## src/rtl/spi_pkg.sv

```systemverilog
`default_nettype none
// +----------------------------------------------------------------------+
// | spi_pkg : shared SPI mode/state types and CPOL/CPHA helpers          |
// | Rev 1.0                                                              |
// +----------------------------------------------------------------------+
package spi_pkg;

    typedef enum logic [1:0] {
        MODE0 = 2'd0,
        MODE1 = 2'd1,
        MODE2 = 2'd2,
        MODE3 = 2'd3
    } spi_mode_e;

    typedef enum logic {
        IDLE   = 1'b0,
        ACTIVE = 1'b1
    } slv_state_e;

    function automatic logic cpol(input logic [1:0] mode);
        return mode[1];
    endfunction

    function automatic logic cpha(input logic [1:0] mode);
        return mode[0];
    endfunction

endpackage
`default_nettype wire

```

## src/rtl/sync_2ff.sv

```systemverilog
`default_nettype none
// +----------------------------------------------------------------------+
// | sync_2ff : two-flop synchroniser for a bus of independent async bits |
// | Rev 1.0                                                              |
// +----------------------------------------------------------------------+
module sync_2ff #(
    parameter int               WIDTH   = 1,
    parameter logic [WIDTH-1:0] RST_VAL = '0
) (
    input  logic             clk,
    input  logic             arst,
    input  logic [WIDTH-1:0] d_i,
    output logic [WIDTH-1:0] q_o
);

    logic [WIDTH-1:0] meta_q;
    logic [WIDTH-1:0] sync_q;

    always_ff @(posedge clk or posedge arst) begin
        if (arst) begin
            meta_q <= RST_VAL;
            sync_q <= RST_VAL;
        end else begin
            meta_q <= d_i;
            sync_q <= meta_q;
        end
    end

    assign q_o = sync_q;

endmodule
`default_nettype wire

```

## src/rtl/slv_spi.sv

```systemverilog
`default_nettype none
// +----------------------------------------------------------------------+
// | slv_spi : oversampled SPI target, all four modes, 1-deep tx holding  |
// | Rev 1.0                                                              |
// +----------------------------------------------------------------------+
module slv_spi
    import spi_pkg::*;
#(
    parameter int BUS = 4
) (
    input  logic           clk,
    input  logic           arst,
    input  logic [1:0]     mode,
    input  logic [BUS-1:0] tx_byte,
    input  logic           tx_vld,
    output logic           tx_rdy,
    output logic           tx_udr,
    output logic [BUS-1:0] rx_byte,
    output logic           rx_vld,
    input  logic           sclk,
    input  logic           ss_n,
    input  logic           mosi,
    output logic           miso
);

    localparam int             CW   = (BUS > 2) ? $clog2(BUS) : 1;
    localparam logic [CW-1:0]  LAST = CW'(BUS - 1);

    logic [2:0]     w_sync;
    logic           w_ss_s;
    logic           w_sclk_s;
    logic           w_mosi_s;

    slv_state_e     state_q,   state_d;
    spi_mode_e      mode_q,    mode_d;
    logic           sclk_q;
    logic [CW-1:0]  bit_cnt_q, bit_cnt_d;
    logic [BUS-1:0] tx_sr_q,   tx_sr_d;
    logic [BUS-2:0] rx_sr_q,   rx_sr_d;
    logic [BUS-1:0] hold_q,    hold_d;
    logic           tx_rdy_q,  tx_rdy_d;
    logic           tx_udr_q,  tx_udr_d;
    logic [BUS-1:0] rx_byte_q, rx_byte_d;
    logic           rx_vld_q,  rx_vld_d;

    logic           w_rise, w_fall, w_lead, w_trail;
    logic           w_sample, w_shift, w_load;
    logic [BUS-1:0] w_rx_next;

    sync_2ff #(
        .WIDTH   (3),
        .RST_VAL (3'b100)
    ) u_sync (
        .clk  (clk),
        .arst (arst),
        .d_i  ({ss_n, sclk, mosi}),
        .q_o  (w_sync)
    );

    assign {w_ss_s, w_sclk_s, w_mosi_s} = w_sync;

    assign w_rise    =  w_sclk_s & ~sclk_q;
    assign w_fall    = ~w_sclk_s &  sclk_q;
    assign w_lead    = cpol(mode_q) ? w_fall : w_rise;
    assign w_trail   = cpol(mode_q) ? w_rise : w_fall;
    assign w_sample  = cpha(mode_q) ? w_trail : w_lead;
    assign w_shift   = cpha(mode_q) ? w_lead  : w_trail;
    assign w_rx_next = {rx_sr_q, w_mosi_s};

    always_ff @(posedge clk or posedge arst) begin
        if (arst) begin
            state_q   <= IDLE;
            mode_q    <= MODE0;
            sclk_q    <= 1'b0;
            bit_cnt_q <= '0;
            tx_sr_q   <= '0;
            rx_sr_q   <= '0;
            hold_q    <= '0;
            tx_rdy_q  <= 1'b1;
            tx_udr_q  <= 1'b0;
            rx_byte_q <= '0;
            rx_vld_q  <= 1'b0;
        end else begin
            state_q   <= state_d;
            mode_q    <= mode_d;
            sclk_q    <= w_sclk_s;
            bit_cnt_q <= bit_cnt_d;
            tx_sr_q   <= tx_sr_d;
            rx_sr_q   <= rx_sr_d;
            hold_q    <= hold_d;
            tx_rdy_q  <= tx_rdy_d;
            tx_udr_q  <= tx_udr_d;
            rx_byte_q <= rx_byte_d;
            rx_vld_q  <= rx_vld_d;
        end
    end

    always_comb begin
        state_d   = state_q;
        mode_d    = w_ss_s ? spi_mode_e'(mode) : mode_q;
        bit_cnt_d = bit_cnt_q;
        tx_sr_d   = tx_sr_q;
        rx_sr_d   = rx_sr_q;
        hold_d    = hold_q;
        tx_rdy_d  = tx_rdy_q;
        tx_udr_d  = 1'b0;
        rx_byte_d = rx_byte_q;
        rx_vld_d  = 1'b0;
        w_load    = 1'b0;

        case (state_q)
            IDLE: begin
                bit_cnt_d = '0;
                tx_sr_d   = '0;
                rx_sr_d   = '0;
                if (!w_ss_s) begin
                    state_d = ACTIVE;
                    w_load  = ~cpha(mode_q);
                end
            end
            ACTIVE: begin
                // Deselect wins over any sclk edge seen in the same cycle.
                if (w_ss_s) begin
                    state_d   = IDLE;
                    bit_cnt_d = '0;
                    tx_sr_d   = '0;
                    rx_sr_d   = '0;
                end else begin
                    if (w_sample) begin
                        rx_sr_d = w_rx_next[BUS-2:0];
                        if (bit_cnt_q == LAST) begin
                            bit_cnt_d = '0;
                            rx_byte_d = w_rx_next;
                            rx_vld_d  = 1'b1;
                        end else begin
                            bit_cnt_d = bit_cnt_q + CW'(1);
                        end
                    end
                    if (w_shift) begin
                        if (bit_cnt_q == '0) begin
                            w_load = 1'b1;
                        end else begin
                            tx_sr_d = tx_sr_q << 1;
                        end
                    end
                end
            end
            default: state_d = IDLE;
        endcase

        if (w_load) begin
            tx_sr_d  = tx_rdy_q ? '0 : hold_q;
            tx_udr_d = tx_rdy_q;
            tx_rdy_d = 1'b1;
        end

        // Acceptance is judged on the pre-load flag, so a load in the same
        // cycle takes the old content and the new byte still gets captured.
        if (tx_vld && tx_rdy_q) begin
            hold_d   = tx_byte;
            tx_rdy_d = 1'b0;
        end
    end

    assign tx_rdy  = tx_rdy_q;
    assign tx_udr  = tx_udr_q;
    assign rx_byte = rx_byte_q;
    assign rx_vld  = rx_vld_q;
    assign miso    = (state_q == ACTIVE) & tx_sr_q[BUS-1];

endmodule
`default_nettype wire

```

## config.mk

```make
export PLATFORM = sky130hd
export DESIGN_NAME = slv_spi
export DESIGN_NICKNAME = d
export VERILOG_FILES = /design/src/rtl/spi_pkg.sv /design/src/rtl/sync_2ff.sv /design/src/rtl/slv_spi.sv
export SDC_FILE = /design/constraint.sdc
export NUM_CORES = 1
export LEC_CHECK = 0
export CAP_MARGIN = 15
export CORE_MARGIN = 3
export CORE_UTILIZATION = 49
export DETAILED_ROUTE_END_ITERATION = 10
export PLACE_DENSITY = 0.74
export SYNTH_ARGS = -nofsm -noshare
export SYNTH_HDL_FRONTEND = slang
export SYNTH_SLANG_ARGS = --single-unit
export TNS_END_PERCENT = 30
```

## constraint.sdc

```tcl
create_clock -name clk -period 2.15 [get_ports clk]
set_input_delay 0.215 -clock clk [delete_from_list [all_inputs] [get_ports clk]]
set_output_delay 0.215 -clock clk [all_outputs]
set_load 0.03 [all_outputs]
```

==> key figures <==
Status
  • Status: finished clean

Setup path
  • Required @ worst endpoint: 1930 ps
  • Worst Path Buf+Inv: 1
  • R2R cell count: 5
  • CP Depth: 1
  • Slowest CP cell: clkdlybuf4s50_1
  • Startpoint type of the worst setup path: flip-flop
  • Crit-path leading delay family: buffers and inverters
  • CP Capture Type: primary output
  • WS Path Type: flip-flop to primary output
  • CP max FO: 8
  • Worst Path Arrival: 1620 ps
  • Worst-path cell chain: clkdlybuf4s50_1
  • CP max stage delay: 690 ps

Die
  • Die Width: 56.66 µm
  • Height of the die: 56.66 µm
  • Die Area: 3210 µm²
  • Initial Utilization: 54.24%
  • CORE AREA: 2318 µm²
  • Io pins: 20
  • Rows: 17

CTS
  • CTS Buffer Depth: 2
  • Clk sinks: 30
  • Number of setup buffers added after CTS: 0
  • Worst-path clk slew: 100 ps
  • H-tree depth: 2
  • CTS Hold Bufs: 0
  • CTS tree: built
  • Clk_lat worst skew: 320 ps
  • Clk root buf: clkbuf_4
  • CTS resizes: 0
  • CTS buffer count: 5

STA
  • Minimum clock period: 1836 ps
  • Slew Limit Headroom: 66.37%
  • Hold_ws: 261.0 ps
  • Slew @ Worst Pin: 490.4 ps
  • Final setup viols: 0
  • Fin Clk Skew: 8.802 ps
  • Fin crit share: 85.41%
  • Setup WS post-layout: 313.7 ps
  • Setup TNS: 0 ps
  • Slew Viols, Final: 0
  • Peak Freq: 544.6 MHz
  • Fin. Hold Viols: 0
  • RSZ-0062 raised after global routing: false

Placement
  • PortBufs: 19
  • HPWL after detailed placement: 1.500 mm
  • Place WS: 479.9 ps
  • Placer Congestion: 0.7880
  • DP Area: 1486 µm²

Power and ir drop
  • Switching Share: 26.43%
  • Pwr dens: 766.1 nW/µm²
  • Comb pwr share: 14.6%
  • Maximum VDD drop: 0.5185 mV
  • Pwr Total: 1188 µW
  • Reg power frac: 56.0%
  • Switch Pwr: 313.8 µW
  • Clock Power Share: 29.4%
  • Internal power: 873.8 µW
  • LEAKAGE: 0.0007081 µW

Job
  • Max Cap Viol: 0

Layout
  • Cell area after layout: 1550 µm²
  • Filler Cells Inserted: 185
  • Layout net count: 133
  • Synthesis-to-finish area growth: 23.28%
  • Antenna diodes: 0
  • Share of cells above drive strength 1: 21.67%

Global route
  • Initial antenna violation count: 0
  • First-pass GRT wire length: 3.601 mm
  • Vias in the first global route: 801
  • Global Route Usage Sum: 14.90%
  • Largest net degree at the start of global routing: 31
  • Remaining Overflow, GRT: 0

Detailed routing
  • Routed wire per std cell: 14.04 µm
  • Routed WL: 2.078 mm
  • Final ANT Viol Nets: 0
  • TritonRoute pass-1 iters: 2
  • Vias: 799
  • Initial drt markers: 24
  • Avg Vias per Cell: 5.399
  • DRC viols: 0

Worst hold path
  • Worst Hold Class: input port to async pin

Logic synthesis
  • FF+latch count, synth: 30
  • Mean area per synthesized cell: 13.52 µm²
  • Synthesized Nets: 107
  • Cell variety after synth: 26
  • Yosys warning total: 0
  • Mapped Area: 1257 µm²
  • Cells after synthesis: 93
  • Register area share after synthesis: 60.00%
## path summary, 6_finish.rpt
kind / startpoint / to / slack (ps)
min in group clk: ss_n / u_sync.meta_q[2] / 300
setup reg to reg: mode_q[1] / rx_byte[3] / 470
hold reg to reg: u_sync.meta_q[0] / u_sync.q_o[0] / 360
max in group asynchronous: arst / tx_rdy / 1570
hold / removal: arst / bit_cnt_q[1] / 260
setup / recovery: tx_rdy / tx_rdy / 310
## metrics by stage
| step | utilization [%] | instances |
|---|---|---|
| after floorplan | - | 93 |
| after detailed placement | 64.11 | 140 |
| final | 66.86 | 148 |
| after global routing | 66.86 | 148 |
| after global placement | 64.11 | 140 |
| after CTS | 66.86 | 148 |
## Yosys cell counts
library cell	number	area share, %
dfrtp_1	27	54
inv_1	10	3.0
mux2_2	9	8.1
mux2i_1	6	4.8
a22o_1	5	3.5
nor2_1	4	1.2
dfstp_2	3	6.3
nand2b_1	3	1.5
nor2b_1	3	1.5
o32ai_1	3	2.1
and2_1	2	0.99
ha_1	2	2.0
nand2_1	2	0.60
nor3_1	2	0.80
a311oi_4	1	2.1
and4b_1	1	0.80
clkbuf_1	1	0.30
inv_2	1	0.30
mux2_4	1	1.2
nand3_2	1	0.80
nand3b_1	1	0.60
nand4b_1	1	0.70
o2111a_1	1	0.90
o31ai_1	1	0.60
or3_1	1	0.50
xor2_2	1	1.3
## power by group through the flow
stage	Clock, µW	Sequential, µW	Combinational, µW
floorplan	0	669	120
global placement	0	672	170
detailed placement	0	676	175
CTS	361	665	176
global route	394	673	192
finish	349	665	173
## flip-flops by register name, summed over array words and instances, names as in the netlist
| signal | flops |
|---|---|
| sclk_q | 1 |
| rx_vld | 1 |
| bit_cnt_q | 2 |
| tx_udr | 1 |
| rx_sr_q | 3 |
| tx_rdy | 1 |
| rx_byte | 4 |
| u_sync.meta_q | 3 |
| tx_sr_q | 4 |
| mode_q | 2 |
| u_sync.q_o | 3 |
| hold_q | 4 |
| state_q | 1 |
## tightest hold or removal path, cell delays in order
cell and delay [ps]:
clkdlybuf4s50_1 400, inv_1 50, buf_4 340
## cells by family after synthesis
family | Yosys count | synth area share, %
flip-flops | 30 | 60.00
AND/OR/NAND/NOR | 21 | 9.951
adder cells (fa/ha/maj) | 2 | 1.990
AO/OA/AOI/OAI | 11 | 9.155
XOR/XNOR | 1 | 1.294
multiplexers | 16 | 14.03
buffers and inverters | 12 | 3.582
## layout by cell type (no fill, tap or decap), types with 2 or more instances in the layout
cell type        count
nand2b_1             3
a22o_1               5
dfstp_2              3
clkdlybuf4s50_1     19
mux2i_1              6
inv_1               10
clkbuf_4             5
nor3_1               2
dfrtp_1             27
nor2b_1              3
ha_1                 2
nor2_1               4
mux2_2               9
and2_1               2
o32ai_1              3
nand2_1              2
## area by class of cell
| class | instances | area, µm² | share of cell area (%) |
|---|---|---|---|
| clock inverters | 2 | 12.51 | 0.8071 |
| flip-flops and latches | 30 | 754.5 | 48.67 |
| multi-input cells | 51 | 457.9 | 29.54 |
| inverters | 11 | 41.29 | 2.663 |
| repair buffers | 20 | 197.7 | 12.75 |
| well taps | 28 | 35.03 | 2.260 |
| clock buffers | 6 | 51.30 | 3.309 |
## per-layer routing
| layer | track usage, % | share of wire (%) |
|---|---|---|
| met1 | 18.86 | 44 |
| met2 | 22.44 | 50 |
| met3 | 4.828 | 4.7 |
| met4 | 8.136 | 1.3 |
| met5 | 0 | 0 |
No activity file was read; power rests on OpenSTA's default activity.
